### src/rtl/dtm_dmi_access_ctrl.sv
// rtl/dtm_dmi_access_ctrl.sv - JTAG DTM to DMI request/response access controller
// Optional response watchdog: define DTM_DMI_TIMEOUT_EN.
module dtm_dmi_access_ctrl #(
    parameter int ABITS   = 7,
    parameter int DBITS   = 32,
    parameter int TIMEOUT = 1023
) (
    input  logic             clock,
    input  logic             reset,
    input  logic             io_update,
    input  logic [ABITS-1:0] io_update_addr,
    input  logic [DBITS-1:0] io_update_data,
    input  logic [1:0]       io_update_op,
    input  logic             io_capture,
    input  logic             io_dmireset,
    input  logic             io_dmihardreset,
    output logic [ABITS-1:0] io_capture_addr,
    output logic [DBITS-1:0] io_capture_data,
    output logic [1:0]       io_capture_op,
    output logic             io_dmi_req_valid,
    input  logic             io_dmi_req_ready,
    output logic [ABITS-1:0] io_dmi_req_addr,
    output logic [DBITS-1:0] io_dmi_req_data,
    output logic [1:0]       io_dmi_req_op,
    input  logic             io_dmi_resp_valid,
    output logic             io_dmi_resp_ready,
    input  logic [DBITS-1:0] io_dmi_resp_data,
    input  logic [1:0]       io_dmi_resp_resp,
    output logic             io_busy,
    output logic [1:0]       io_sticky_err
);

    typedef enum logic [1:0] {
        IDLE = 2'd0,
        REQ  = 2'd1,
        RESP = 2'd2
    } state_t;

    localparam logic [1:0] OP_READ  = 2'd1;
    localparam logic [1:0] OP_WRITE = 2'd2;
    localparam logic [1:0] ERR_NONE = 2'd0;
    localparam logic [1:0] ERR_FAIL = 2'd2;
    localparam logic [1:0] ERR_BUSY = 2'd3;

    state_t           state, state_nxt;
    logic [1:0]       sticky_err, sticky_nxt;
    logic             drop_pending, drop_nxt;
    logic [ABITS-1:0] req_addr, req_addr_nxt;
    logic [DBITS-1:0] req_data, req_data_nxt;
    logic [1:0]       req_op, req_op_nxt;
    logic [DBITS-1:0] resp_data, resp_data_nxt;
    logic [ABITS-1:0] cap_addr, cap_addr_nxt;
    logic [DBITS-1:0] cap_data, cap_data_nxt;
    logic [1:0]       cap_op, cap_op_nxt;
    logic [1:0]       eff_sticky;
    logic             busy;
    logic             resp_ready;
    logic             timeout_hit;

`ifdef DTM_DMI_TIMEOUT_EN
    localparam int CW = $clog2(TIMEOUT + 1);
    logic [CW-1:0] resp_cnt;

    // Counter only runs in RESP and is cleared everywhere else, so entry always starts at zero.
    always_ff @(posedge clock or posedge reset) begin
        if (reset) begin
            resp_cnt <= '0;
        end else if (state != RESP) begin
            resp_cnt <= '0;
        end else begin
            resp_cnt <= resp_cnt + 1'b1;
        end
    end

    assign timeout_hit = (state == RESP) && (resp_cnt == CW'(TIMEOUT - 1));
`else
    assign timeout_hit = 1'b0;
`endif

    assign busy       = (state != IDLE);
    assign resp_ready = (state == RESP) || drop_pending;
    assign eff_sticky = io_dmireset ? ERR_NONE : sticky_err;

    always_comb begin
        state_nxt     = state;
        sticky_nxt    = eff_sticky;
        drop_nxt      = drop_pending;
        req_addr_nxt  = req_addr;
        req_data_nxt  = req_data;
        req_op_nxt    = req_op;
        resp_data_nxt = resp_data;
        cap_addr_nxt  = cap_addr;
        cap_data_nxt  = cap_data;
        cap_op_nxt    = cap_op;

        // A stale response owed from an abandoned access is swallowed before any new one.
        if (drop_pending && io_dmi_resp_valid) begin
            drop_nxt = 1'b0;
        end

        case (state)
            IDLE: begin
                if (io_update && !io_dmihardreset && eff_sticky == ERR_NONE &&
                    (io_update_op == OP_READ || io_update_op == OP_WRITE)) begin
                    req_addr_nxt = io_update_addr;
                    req_data_nxt = io_update_data;
                    req_op_nxt   = io_update_op;
                    state_nxt    = REQ;
                end
            end
            REQ: begin
                if (io_dmi_req_ready) begin
                    state_nxt = RESP;
                end
            end
            RESP: begin
                if (io_dmi_resp_valid && !drop_pending) begin
                    if (req_op == OP_READ) begin
                        resp_data_nxt = io_dmi_resp_data;
                    end
                    if (io_dmi_resp_resp != 2'd0 && eff_sticky != ERR_BUSY) begin
                        sticky_nxt = ERR_FAIL;
                    end
                    state_nxt = IDLE;
                end else if (timeout_hit) begin
                    if (eff_sticky != ERR_BUSY) begin
                        sticky_nxt = ERR_FAIL;
                    end
                    drop_nxt  = 1'b1;
                    state_nxt = IDLE;
                end
            end
            default: state_nxt = IDLE;
        endcase

        if (busy && (io_update || io_capture)) begin
            sticky_nxt = ERR_BUSY;
        end

        // Capture reflects status as it stood before anything else in this cycle.
        if (io_capture) begin
            cap_addr_nxt = req_addr;
            cap_data_nxt = resp_data;
            if (busy || sticky_err == ERR_BUSY) begin
                cap_op_nxt = ERR_BUSY;
            end else if (sticky_err == ERR_FAIL) begin
                cap_op_nxt = ERR_FAIL;
            end else begin
                cap_op_nxt = ERR_NONE;
            end
        end

        if (io_dmihardreset) begin
            sticky_nxt    = ERR_NONE;
            resp_data_nxt = resp_data;
            if (state != IDLE) begin
                state_nxt = IDLE;
            end
            // A response arriving in this very cycle is consumed, so nothing more is owed.
            if (state == RESP) begin
                drop_nxt = drop_pending || !io_dmi_resp_valid;
            end
        end
    end

    always_ff @(posedge clock or posedge reset) begin
        if (reset) begin
            state        <= IDLE;
            sticky_err   <= ERR_NONE;
            drop_pending <= 1'b0;
            req_addr     <= '0;
            req_data     <= '0;
            req_op       <= 2'd0;
            resp_data    <= '0;
            cap_addr     <= '0;
            cap_data     <= '0;
            cap_op       <= 2'd0;
        end else begin
            state        <= state_nxt;
            sticky_err   <= sticky_nxt;
            drop_pending <= drop_nxt;
            req_addr     <= req_addr_nxt;
            req_data     <= req_data_nxt;
            req_op       <= req_op_nxt;
            resp_data    <= resp_data_nxt;
            cap_addr     <= cap_addr_nxt;
            cap_data     <= cap_data_nxt;
            cap_op       <= cap_op_nxt;
        end
    end

    assign io_dmi_req_valid  = (state == REQ);
    assign io_dmi_req_addr   = req_addr;
    assign io_dmi_req_data   = req_data;
    assign io_dmi_req_op     = req_op;
    assign io_dmi_resp_ready = resp_ready;
    assign io_capture_addr   = cap_addr;
    assign io_capture_data   = cap_data;
    assign io_capture_op     = cap_op;
    assign io_busy           = busy;
    assign io_sticky_err     = sticky_err;

endmodule
### config.mk
export PLATFORM = sky130hd
export DESIGN_NAME = dtm_dmi_access_ctrl
export DESIGN_NICKNAME = d
export VERILOG_FILES = /design/src/rtl/dtm_dmi_access_ctrl.sv
export SDC_FILE = /design/constraint.sdc
export NUM_CORES = 1
export LEC_CHECK = 0
export CORE_UTILIZATION = 30
export DETAILED_ROUTE_END_ITERATION = 10
export PLACE_DENSITY = 0.65
export SETUP_SLACK_MARGIN = 0.05
export SYNTH_ARGS = -nofsm -noshare
export SYNTH_HDL_FRONTEND = slang
export SYNTH_SLANG_ARGS = --single-unit
### constraint.sdc
create_clock -name clock -period 13.2 [get_ports clock]
set_clock_uncertainty 0.15 [all_clocks]
set_input_delay 3.3 -clock clock [delete_from_list [all_inputs] [get_ports clock]]
set_output_delay 3.3 -clock clock [all_outputs]
set_load 0.1 [all_outputs]
==> impl_results.md <==
- Status: completed
- Number of placement rows: 44
- Drt first pass iters: 4
- Remaining Overflow, GRT: 0
- Crit path max fanout: 8
- Final setup violation count: 0
- CTS Hold Bufs: 0
- FF+latch count, synth: 119
- # DRC: 0
- Largest stage delay on the critical path: about 1100 ps
- Final antenna-violating net count: 0
- Initial Util: approximately 31%
- Hpwl dp: a little under 7000 um
- Reg clk slew, reported paths: 50 ps
- Leakage power: between 3 and 4 nW
- DP Area: around 6400 sq um
- Vias per inst: roughly 4.5
- Number of fill cells: ~1300
- Worst Path Required: 9750 ps
- Worst-skew pair later-pin latency: ~400 ps
- Max-cap viol count: 0
- RSZ-0062 raised after global routing: false
- Core box area: between 10000 and 15000 sq um
- Share of cells above drive strength 1: 31.4%
- Die Wd: ~130 um
- Power density cells: ~220 nW/um^2
- CTS tree: built
- Tcrit/Tclk final: a little over two fifths
- N_diodes: 0
- First-pass GRT wire length: approximately 16000 um
- CP Cell Sequence: or2b_1 -> nand2_1 -> clkdlybuf4s50_1
- Longest Clk Path Bufs: 2
- CP delay by family, top: buffers and inverters
- H-tree Lvls: 4
- Vias in the first global route: between 3000 and 4000
- Worst setup SP type: flip-flop
- Crit path capture type: primary output
- Synth warnings: 0
- Fin area: a little over 7000 sq um
- Post CTS Setup Buffer Count: 0
- CP max stage cell: clkdlybuf4s50_1
- Post-cts resize count: 0
- Type of the tightest min-delay check: flip-flop to flip-flop
- Final nets: between 500 and 600
- Crit Path Category: flip-flop to primary output
- Max frequency: 174 MHz
- Initial antenna violation count: 0
- Root Buffer: clkbuf_16
- Commonest non-fill, non-tap cells in the layout: clkdlybuf4s50_1 (168), dfrtp_1 (119), mux2_2 (108)
- Synth unique cells: 31
- Final Hold Viols: 0
- Worst path arrival time: between 2000 and 2500 ps
- Routed WL per cell: roughly 15 um
- Number of flops mapped to enable cells by yosys: 0
- Synth-to-layout area growth: 53.8%
- Syn_nets: about 370
- Async S/R FF share, synth: 100%
- DIE HEIGHT: about 130 um
- Crit path buf inv count: 1
- Post-route minimum period: between 5000 and 6000 ps
- Synth Area per Inst: ~16 sq um
- Peak supply drop: between 0.15 and 0.2 mV
- Number of DRC markers in iteration 0: around 90
- Clk sink count: approximately 120
- CTS Buf Count: 17
- Drt total wl: between 9000 and 10000 um
- Max-slew headroom: slightly below 30%
- Cells after synthesis: about 290
- Least-Margin Pin Slew: around 1100 ps
- Input/output buffers: 169
- Tot GR Track Use: about 14%
- Ys flop type: dfrtp_1
- Setup TNS: 0 ps
- Commonest non-fill, non-tap cell in the layout: clkdlybuf4s50_1
- Register area share after synthesis: 64.9%
- Post-synthesis cell area: roughly 4600 sq um
- Largest net degree at the start of global routing: 62
- Boundary Pins: between 150 and 200
- Final Slew Violations: 0
- Final Wtd Congestion: between 0.8 and 0.9
- Die area: between 15000 and 20000 sq um
- Via count: ~3000
## kinds of logic after synthesis
family          Yosys count  share of synthesized area [%]
compound gates           17                           2.45
flops                   119                           64.9
xor+xnor                  1                          0.191
buf+inv                  18                           2.29
mux                     110                           27.1
simple gates             21                           3.05
## per-layer routing
| layer | GRT usage [%] | part of all wire (%) | wire, um |
|---|---|---|---|
| met1 | 14.7 | 40 | 3940 |
| met2 | 21.8 | 49 | 4920 |
| met3 | 7.56 | 10 | 994 |
| met4 | 5.95 | 1.3 | 125 |
| met5 | 0 | 0 | 0 |
## power by group
group / switching (mW) / internal [mW]
Combinational: 0.460 / 0.154
Sequential: 0.0318 / 0.422
Clock: 0.153 / 0.320
## state kept, by name, summed over array words and instances (netlist names), 7 cells and up
name             flops
io_capture_addr      7
resp_data           32
io_capture_data     32
io_dmi_req_data     32
io_dmi_req_addr      7
## synthesized netlist by cell type, types with 3 or more instances
cell | number | share of area, %
a21oi_1 | 4 | 0.44
clkbuf_8 | 3 | 0.90
nor2_1 | 5 | 0.41
inv_1 | 6 | 0.49
buf_2 | 6 | 0.65
dfrtp_1 | 119 | 65
nand2_1 | 3 | 0.25
mux2_2 | 108 | 26
a31oi_1 | 4 | 0.55
## cell type report
class	count	area [sq um]	share of cell area, %
clock inverter	9	120	1.70
clock buffer	23	498	7.05
timing repair buffer	171	1700	24.1
sequential	119	2980	42.2
tap	184	230	3.26
multi-input combinational	149	1510	21.4
inverter	6	25.0	0.354
## per-stage QoR
step	hold WS (ps)	setup slack (ps)	utilization, %	power, mW	cells
after floorplan	324	6590	-	0.917	286
after global placement	332	7780	43.7	1.07	629
after detailed placement	337	7760	43.7	1.08	629
after CTS	349	7430	47.9	1.56	661
after global routing	359	7360	47.9	1.60	661
final	347	7460	47.9	1.54	661
## worst register-to-register path, cell delays in order, from the launching register on
cell and delay [ps]:
dfrtp_1 420, and4bb_2 350, nand4_4 540, mux2_2 510
## worst paths after layout
check	slack, ps	startpoint	cells past startpoint	endpoint
max	7460	state[1]$_DFF_PP0_	3	io_dmi_resp_ready
min	350	resp_data[18]$_DFFE_PP0P_	1	resp_data[18]$_DFFE_PP0P_
max reg2reg	11110	state[0]$_DFF_PP0_	3	resp_data[1]$_DFFE_PP0P_
min reg2reg	350	resp_data[18]$_DFFE_PP0P_	1	resp_data[18]$_DFFE_PP0P_
max in group asynchronous	8400	reset	3	io_capture_op[0]$_DFFE_PP0P_
min in group asynchronous	3220	reset	2	io_capture_data[4]$_DFFE_PP0P_
Power figures use the tool's default switching activity.
